File: src/rtl/logic_op_scheduler.sv
`default_nettype none
// ============================================================================
//  Module      : logic_op_scheduler
//  Description : Two-requester round-robin front end for one shared 1-bit
//                logic-gate unit. The granted request's operands are streamed
//                LSB-first through the gate, one bit per cycle, and the
//                assembled word is returned on a tagged valid/ready response.
//  Revision    : 1.0  initial release
// ============================================================================
module logic_op_scheduler #(
    parameter int WIDTH = 8
) (
    input  logic             clk,
    input  logic             rst,

    input  logic             req0_valid,
    output logic             req0_ready,
    input  logic [2:0]       req0_op,
    input  logic [WIDTH-1:0] req0_a,
    input  logic [WIDTH-1:0] req0_b,

    input  logic             req1_valid,
    output logic             req1_ready,
    input  logic [2:0]       req1_op,
    input  logic [WIDTH-1:0] req1_a,
    input  logic [WIDTH-1:0] req1_b,

    output logic             rsp_valid,
    input  logic             rsp_ready,
    output logic [WIDTH-1:0] rsp_data,
    output logic             rsp_id,

    output logic             busy
);

    // Bit index must hold 0..WIDTH-1; keep at least one bit for WIDTH=1.
    localparam int              IDX_W      = (WIDTH > 1) ? $clog2(WIDTH) : 1;
    localparam logic [IDX_W-1:0] C_LAST_IDX = IDX_W'(WIDTH - 1);
    localparam logic [IDX_W-1:0] C_IDX_ONE  = IDX_W'(1);

    // Operation codes
    localparam logic [2:0] C_OP_AND  = 3'd0;
    localparam logic [2:0] C_OP_OR   = 3'd1;
    localparam logic [2:0] C_OP_NOT  = 3'd2;
    localparam logic [2:0] C_OP_NAND = 3'd3;
    localparam logic [2:0] C_OP_NOR  = 3'd4;
    localparam logic [2:0] C_OP_XOR  = 3'd5;
    localparam logic [2:0] C_OP_XNOR = 3'd6;

    typedef enum logic [1:0] {
        S_IDLE = 2'd0,
        S_RUN  = 2'd1,
        S_DONE = 2'd2
    } state_t;

    state_t            state_q,  state_d;
    logic              ptr_q,    ptr_d;     // requester favoured on a tie
    logic [IDX_W-1:0]  idx_q,    idx_d;     // bit currently being processed
    logic [2:0]        op_q,     op_d;
    logic [WIDTH-1:0]  a_q,      a_d;
    logic [WIDTH-1:0]  b_q,      b_d;
    logic              id_q,     id_d;
    logic [WIDTH-1:0]  result_q, result_d;

    logic              w_grant1;            // arbiter picks requester 1
    logic              w_can_accept;        // FSM able to take a request now
    logic              w_accept;            // a handshake happens this cycle
    logic              w_a_bit;
    logic              w_b_bit;
    logic              w_gate_bit;

    // Arbitration: a lone requester always wins; on a tie the pointer decides.
    always_comb begin
        w_grant1     = req1_valid && (!req0_valid || ptr_q);
        w_can_accept = (state_q == S_IDLE) && !rst;
        req0_ready   = w_can_accept && req0_valid && !w_grant1;
        req1_ready   = w_can_accept && w_grant1;
        w_accept     = req0_ready || req1_ready;
    end

    // Shared gate unit: every function evaluated on the current bit pair,
    // the latched op selects which one is written back.
    always_comb begin
        w_a_bit    = a_q[idx_q];
        w_b_bit    = b_q[idx_q];
        w_gate_bit = 1'b0;
        case (op_q)
            C_OP_AND:  w_gate_bit =   w_a_bit & w_b_bit;
            C_OP_OR:   w_gate_bit =   w_a_bit | w_b_bit;
            C_OP_NOT:  w_gate_bit =  ~w_a_bit;
            C_OP_NAND: w_gate_bit = ~(w_a_bit & w_b_bit);
            C_OP_NOR:  w_gate_bit = ~(w_a_bit | w_b_bit);
            C_OP_XOR:  w_gate_bit =   w_a_bit ^ w_b_bit;
            C_OP_XNOR: w_gate_bit = ~(w_a_bit ^ w_b_bit);
            default:   w_gate_bit = 1'b0;   // reserved op gives zeros
        endcase
    end

    // Next-state logic for the IDLE -> RUN -> DONE sequencer and datapath.
    always_comb begin
        state_d  = state_q;
        ptr_d    = ptr_q;
        idx_d    = idx_q;
        op_d     = op_q;
        a_d      = a_q;
        b_d      = b_q;
        id_d     = id_q;
        result_d = result_q;

        case (state_q)
            S_IDLE: begin
                if (w_accept) begin
                    id_d     = w_grant1;
                    op_d     = w_grant1 ? req1_op : req0_op;
                    a_d      = w_grant1 ? req1_a  : req0_a;
                    b_d      = w_grant1 ? req1_b  : req0_b;
                    idx_d    = '0;
                    result_d = '0;
                    // Favour the other requester next time.
                    ptr_d    = ~w_grant1;
                    state_d  = S_RUN;
                end
            end
            S_RUN: begin
                result_d[idx_q] = w_gate_bit;
                if (idx_q == C_LAST_IDX) begin
                    idx_d   = '0;
                    state_d = S_DONE;
                end else begin
                    idx_d   = idx_q + C_IDX_ONE;
                end
            end
            S_DONE: begin
                // Result and tag held until the consumer takes them.
                if (rsp_ready) begin
                    state_d = S_IDLE;
                end
            end
            default: begin
                state_d = S_IDLE;
            end
        endcase
    end

    // State registers with synchronous reset; reset also aborts any operation.
    always_ff @(posedge clk) begin
        if (rst) begin
            state_q  <= S_IDLE;
            ptr_q    <= 1'b0;
            idx_q    <= '0;
            op_q     <= '0;
            a_q      <= '0;
            b_q      <= '0;
            id_q     <= 1'b0;
            result_q <= '0;
        end else begin
            state_q  <= state_d;
            ptr_q    <= ptr_d;
            idx_q    <= idx_d;
            op_q     <= op_d;
            a_q      <= a_d;
            b_q      <= b_d;
            id_q     <= id_d;
            result_q <= result_d;
        end
    end

    // Response and status outputs derived directly from registered state.
    always_comb begin
        rsp_valid = (state_q == S_DONE);
        rsp_data  = result_q;
        rsp_id    = id_q;
        busy      = (state_q != S_IDLE);
    end

endmodule
`default_nettype wire
File: config.mk
export PLATFORM = sky130hd
export DESIGN_NAME = logic_op_scheduler
export DESIGN_NICKNAME = d
export VERILOG_FILES = /design/src/rtl/logic_op_scheduler.sv
export SDC_FILE = /design/constraint.sdc
export NUM_CORES = 1
export LEC_CHECK = 0
export ABC_AREA = 1
export CORE_ASPECT_RATIO = 1.25
export CORE_MARGIN = 10
export CORE_UTILIZATION = 40
export DETAILED_ROUTE_END_ITERATION = 12
export GPL_TIMING_DRIVEN = 0
export PLACE_DENSITY = 0.71
export SLEW_MARGIN = 20
export SYNTH_ARGS = -nofsm -noshare
export SYNTH_HDL_FRONTEND = slang
export SYNTH_SLANG_ARGS = --single-unit
File: constraint.sdc
create_clock -name clk -period 5.55 [get_ports clk]
set_input_delay 1.665 -clock clk [delete_from_list [all_inputs] [get_ports clk]]
set_output_delay 1.665 -clock clk [all_outputs]
set_load 0.05 [all_outputs]
==> impl_metrics.yaml <==
run_status:
  status: "finished, final reports clean"
cts:
  clk_pin_slew_ns: 0.06
  cts.sinks: 34
  clockRootBuffer: "clkbuf_8"
  numCtsBuffers: 5
  ctsResizeCount: 0
  cts-htree-levels: 2
  cts_setup_buffers: 0
  clk_latency_ns: 0.28
  cts_tree: "built"
  cts_hold_buf: 0
  cts.path.max_buffers: 2
sta:
  finalClockSkew_ns: 0.00343
  tns_ns: 0
  fmax_mhz: 189
  min_period_ns: 5.30
  fin_crit_sh_pct: 95.5
  final-hold-violation-count: 0
  rsz0062_at_grt: "no"
  setup_violations: 0
  tightestPinTransition_ns: 0.503
  slew_viol_final: 0
  timing.slew.headroom_pct: 66.4
yosys:
  synth_cell_type_count: 26
  synth_seq_cells: 34
  netlist_area_sq_um: 1740
  syn_nets: 300
  ys_async_sr_fraction_pct: 0
  netlist_instances: 253
  yosysSeqAreaShare_pct: 39.2
  synth_ff_type: "dfxtp_1"
  ys_warn_count: 0
  synth_edf_count: 0
  synth_area_per_cell_sq_um: 6.87
floorplanning:
  core_area_sq_um: 4130
  start_util_pct: 42.1
  die-area_sq_um: 7400
  num_rows: 26
  io_pins: 56
  die_x_um: 79.0
  dieHeight_um: 93.7
worst_setup_path:
  reg2reg_slack_ns: 3.21
  worstSetupStartpointType: "primary input"
  worst-path-buf-inv: 5
  r2r-start: "idx_q[2]"
  crit_required_ns: 3.88
  critPathArrivalTime_ns: 3.64
  path_depth: 7
  cp_max_fo: 10
  cp_top_family: "buffers and inverters"
  startpoint: "req0_valid"
  crit_path_top_delay_cell: "clkdlybuf4s50_1"
  endpoint: "req0_ready"
  path_class: "in2out"
  end_kind: "primary output"
  r2r_cells: 17
  cp_slowest_stage_delay_ns: 0.83
  worstReg2RegEnd: "rsp_data[6]"
  path_cells: "clkdlybuf4s50_1, inv_2, o21ai_2, inv_2, clkbuf_1, nor2_1, clkdlybuf4s50_1"
drt:
  antenna_left: 0
  drc: 0
  wl_um: 4660
  via_per_inst: 4.94
  wire_per_inst_um: 12.6
  dr.pass1.iters: 4
  vias: 1832
  first_iter_violations: 133
global_route:
  grt_max_degree: 11
  grt_first_pass_wirelength_um: 7990
  grt_antenna_before_repair: 0
  grt-ovfl-total: 0
  gr-usage-all-layers_pct: 13.1
  grt_pass1_vias: 1869
layout:
  regArea_sq_um: 681
  fillers: 436
  multiInputGateArea_sq_um: 898
  drive_gt1_share_pct: 9.52
  fin_area_sq_um: 2430
  num_antenna_cells: 0
  area_growth_syn_to_layout_pct: 40.1
  fin_nets: 362
power_and_ir_drop:
  ir_worst_vdd_uv: 150
  power.leakage_nw: 1.01
  powerDensity_nw_per_um2: 240
placement:
  dpl_cell_area_sq_um: 2360
  dp_hpwl_um: 3830
  gp_congestion: 0.837
  port_buffers: 55
worst_hold_path:
  min_path_type: "reg2reg"
flow_run:
  drv_cap: 0
==> cell families (layout without fill, tap and decap cells) <==
family,count (synthesis),after routing,share of synthesized area (%)
AO/OA/AOI/OAI,68,68,21.7
adder cells (fa/ha/maj),4,4,2.88
buffers and inverters,37,99,9.14
flip-flops,34,34,39.2
AND/OR/NAND/NOR,110,110,27.1
==> Yosys cell counts (4+ instances only) <==
cell type   n  share of area (%)
inv_1      16                3.5
buf_2       6                1.7
o21ai_1     7                2.0
a21oi_1    16                4.6
clkbuf_1    4               0.86
dfxtp_1    34                 39
inv_2       7                1.5
nor2_1     15                3.2
o21ai_0    22                6.3
nand2_1    70                 15
nand3_1     6                1.7
nand4_1     4                1.4
ha_1        4                2.9
a31oi_1    19                6.8
nor4_1      5                1.8
==> how the worst min path moves through the flow <==
stage,end,depth (start not counted),slack (ns),start
floorplan,ptr_q,2,0.48,ptr_q
global route,rsp_id,2,0.49,rsp_id
global placement,rsp_id,2,0.45,rsp_id
finish,rsp_id,2,0.47,rsp_id
CTS,rsp_id,2,0.47,rsp_id
detailed placement,rsp_id,2,0.46,rsp_id
==> area by class of cell <==
| class | instances | area share [%] |
|---|---|---|
| Multi-Input combinational cell | 182 | 36.9 |
| Sequential cell | 34 | 28.0 |
| Timing Repair Buffer | 55 | 22.6 |
| Inverter | 23 | 3.55 |
| Clock buffer | 7 | 3.13 |
| Buffer | 14 | 2.98 |
| Tap cell | 56 | 2.88 |
==> worst min-delay path, cell delays in order (launching register included) <==
cell and delay (ns):
dfxtp_1 0.31, nand3_1 0.07, nand2_1 0.04
==> metal layers <==
layer,routed length [um],part of all wire [%],vias to the layer above,global-route usage [%]
met5,0,0,-,0
met4,109,2.3,0,6.89
met3,287,6.2,8,3.54
met2,2360,51,45,24.0
met1,1900,41,805,13.0
li1,-,-,974,-
==> layout by cell type (no fill, tap or decap), drive strengths merged <==
master,instances
o22ai,1
nand3b,1
a31oi,19
buf,9
nor2,19
nand2,73
nor4,5
o2111ai,1
nor3,2
nand3,6
dfxtp,34
nand4,4
ha,4
a21oi,16
clkbuf,12
clkdlybuf4s50,55
inv,23
a41oi,1
o21ai,30
==> power by group <==
part           switching, mW  total [mW]  internal (mW)
Combinational         0.0788       0.141         0.0627
Sequential            0.0104       0.272          0.262
Clock                 0.0844       0.171         0.0863
Total                  0.174       0.584          0.411
==> per-stage QoR <==
step                instances  util [%]  power [mW]  hold WS [ns]  setup slack (ns)
floorplan                 253         -       0.362         0.482              1.13
global placement          364      57.1       0.418         0.453             0.251
detailed placement        364      57.1       0.420         0.459             0.246
CTS                       371      58.9       0.587         0.468             0.230
global route              371      58.9       0.615         0.492             0.132
finish                    371      58.9       0.584         0.465             0.249
==> state kept, by name, summed over array words and instances (netlist names) <==
signal	count
op_q	3
rsp_data	8
idx_q	3
a_q	8
ptr_q	1
rsp_id	1
b_q	8
state_q	2
No activity file was read; power rests on OpenSTA's default activity.
==> RTL edit, RTL diff (config.mk and constraints unchanged) <==
Reset style: asynchronous (`rst`), changed in one clocked block. Comments in the files are not updated.
--- a/src/rtl/logic_op_scheduler.sv
+++ b/src/rtl/logic_op_scheduler.sv
@@ -143,7 +143,7 @@
     end
 
     // State registers with synchronous reset; reset also aborts any operation.
-    always_ff @(posedge clk) begin
+    always_ff @(posedge clk or posedge rst) begin
         if (rst) begin
             state_q  <= S_IDLE;
             ptr_q    <= 1'b0;
Formal check against the unedited RTL: differs if rst is asserted again (counterexample within 4 cycles, from zero or initial values and one cycle with rst high); with rst held inactive, the same outputs for 10 cycles.
==> RTL edit against the original RTL <==
Synthesized area up 21%; critical path depth unchanged; worst setup slack worse by 0.091 ns; final area up 16%; routed wire length up 4.1%; sequential cell count unchanged; cell count up 3.2%; critical path type unchanged.
Power is not compared: it rests on default switching activity, and its combinational part moved more than twofold at a synthesized area within 25%.
==> RTL edit: results (changes against the original RTL) <==
- Sequential area share after synthesis: 0.404 (+0.0124)
- Status: completed
- Worst hold endpoint: b_q[1]$_DFFE_PP0P_
- Post-DP HPWL: 3930 um (+2.6%)
- Hold Vio Cnt, Final: 0 (unchanged)
- Worst slew pin tran: 0.632 ns (+0.129 ns)
- TritonRoute pass-1 iters: 7 (+3)
- Root Driver: clkbuf_8
- Crit path max fanout: 35 (+25)
- Comb power frac: 0.595
- Largest net degree at the start of global routing: 36 (+25)
- R2r setup slk: 2.91 ns (-0.30 ns)
- Post-Syn Instances: 259 (+2.4%)
- FF-to-FF Start: idx_q[2]$_DFFE_PP0P_
- First-pass GRT wire length: 8380 um (+4.9%)
- Syn nets: 306 (+2.0%)
- Met2 WL: 2530 um (+7.0%)
- Number of fill cells: 499 (+14%)
- FFs w/ async S/R, synth: 1.00 (+1.00)
- Share of layout cells above drive strength 1: 0.106 (+0.0107)
- Final cell count without fillers: 383 (+3.2%)
- Slowest stage delay, CP: 0.54 ns (-0.29 ns)
- Cts bufs inserted: 5 (unchanged)
- DRT iter0 DRCs: 64 (-52%)
- Critical path's top delay family: buffers and inverters
- Unique masters post-synth: 27 (+3.8%)
- Synth top cells by count: nand2_1 (74), inv_1 (42), dfrtp_1 (34)
- Worst setup path startpoint: rst
- Global Route Usage Sum: 0.118 (-0.0128)
- Vias in the first global route: 1871 (+0.11%)
- WL/cell: 12.7 um (+0.82%)
- Final setup margin: 0.158 ns (-0.0910 ns)
- Gp weighted congestion: 0.758 (-9.5%)
- Row count: 29 (+12%)
- Critical path's slowest cell: clkdlybuf4s15_1
- Routed met1 length: 1960 um (+3.3%)
- Total Power: 1.48 mW
- Placed Instance Area: 2730 sq um (+16%)
- Hold WS: 0.495 ns (+0.0295 ns)
- Worst R2R Path Depth: 12 (-5)
- Critical path arrival: 3.73 ns (+0.09 ns)
- Nets: 368 (+1.7%)
- Vias: 1810 (-1.2%)
- Hold_sp: b_q[1]$_DFFE_PP0P_
- Setup slack at placement: -0.527 ns (-0.773 ns)
- Reg2reg end: rsp_data[2]$_DFFE_PP0P_
- Met3 wire len: 270 um (-5.9%)
- Clk network pwr share: 0.114
- # resized after CTS: 3 (+3)
- Clk_skew: 0.00252 ns (-0.000907 ns)
- Top cells by area, synth: dfrtp_1 (40%), nand2_1 (13%), a31oi_4 (10%)
- Post CTS Setup Buffer Count: 0 (unchanged)
-- RTL edit: changes by cell type in the layout (fill, tap and decap cells not counted), moves of 9 or more --
cell and delta:
a31oi_1 -18, nand3_1 +17, a31oi_4 +10, dfrtp_1 +34, a22oi_1 +9, a21oi_1 -12
dfxtp_1 -34, inv_1 +25
-- RTL edit: layout make-up --
cell class / count / area (sq um) / share of cell area
sequential: 34 / 851 / 0.302
timing repair buffer: 55 / 549 / 0.195
clock buffer: 7 / 76.3 / 0.0271
tap: 62 / 77.6 / 0.0276
buffer: 7 / 60.1 / 0.0213
multi-input combinational: 172 / 1020 / 0.362
inverter: 46 / 180 / 0.0640
-- RTL edit: cells by family (layout without fill, tap and decap cells) --
group           after synthesis  in the layout  synth area share
flops                        34             34             0.404
compound gates               42             42             0.196
simple gates                126            126             0.264
buf+inv                      53            115             0.112
fa+ha+maj                     4              4            0.0238
-- RTL edit: metal layers --
layer,up-vias,track usage
met3,6,0.0388
met1,807,0.120
met5,-,0
li1,947,-
met2,50,0.216
met4,0,0.0495
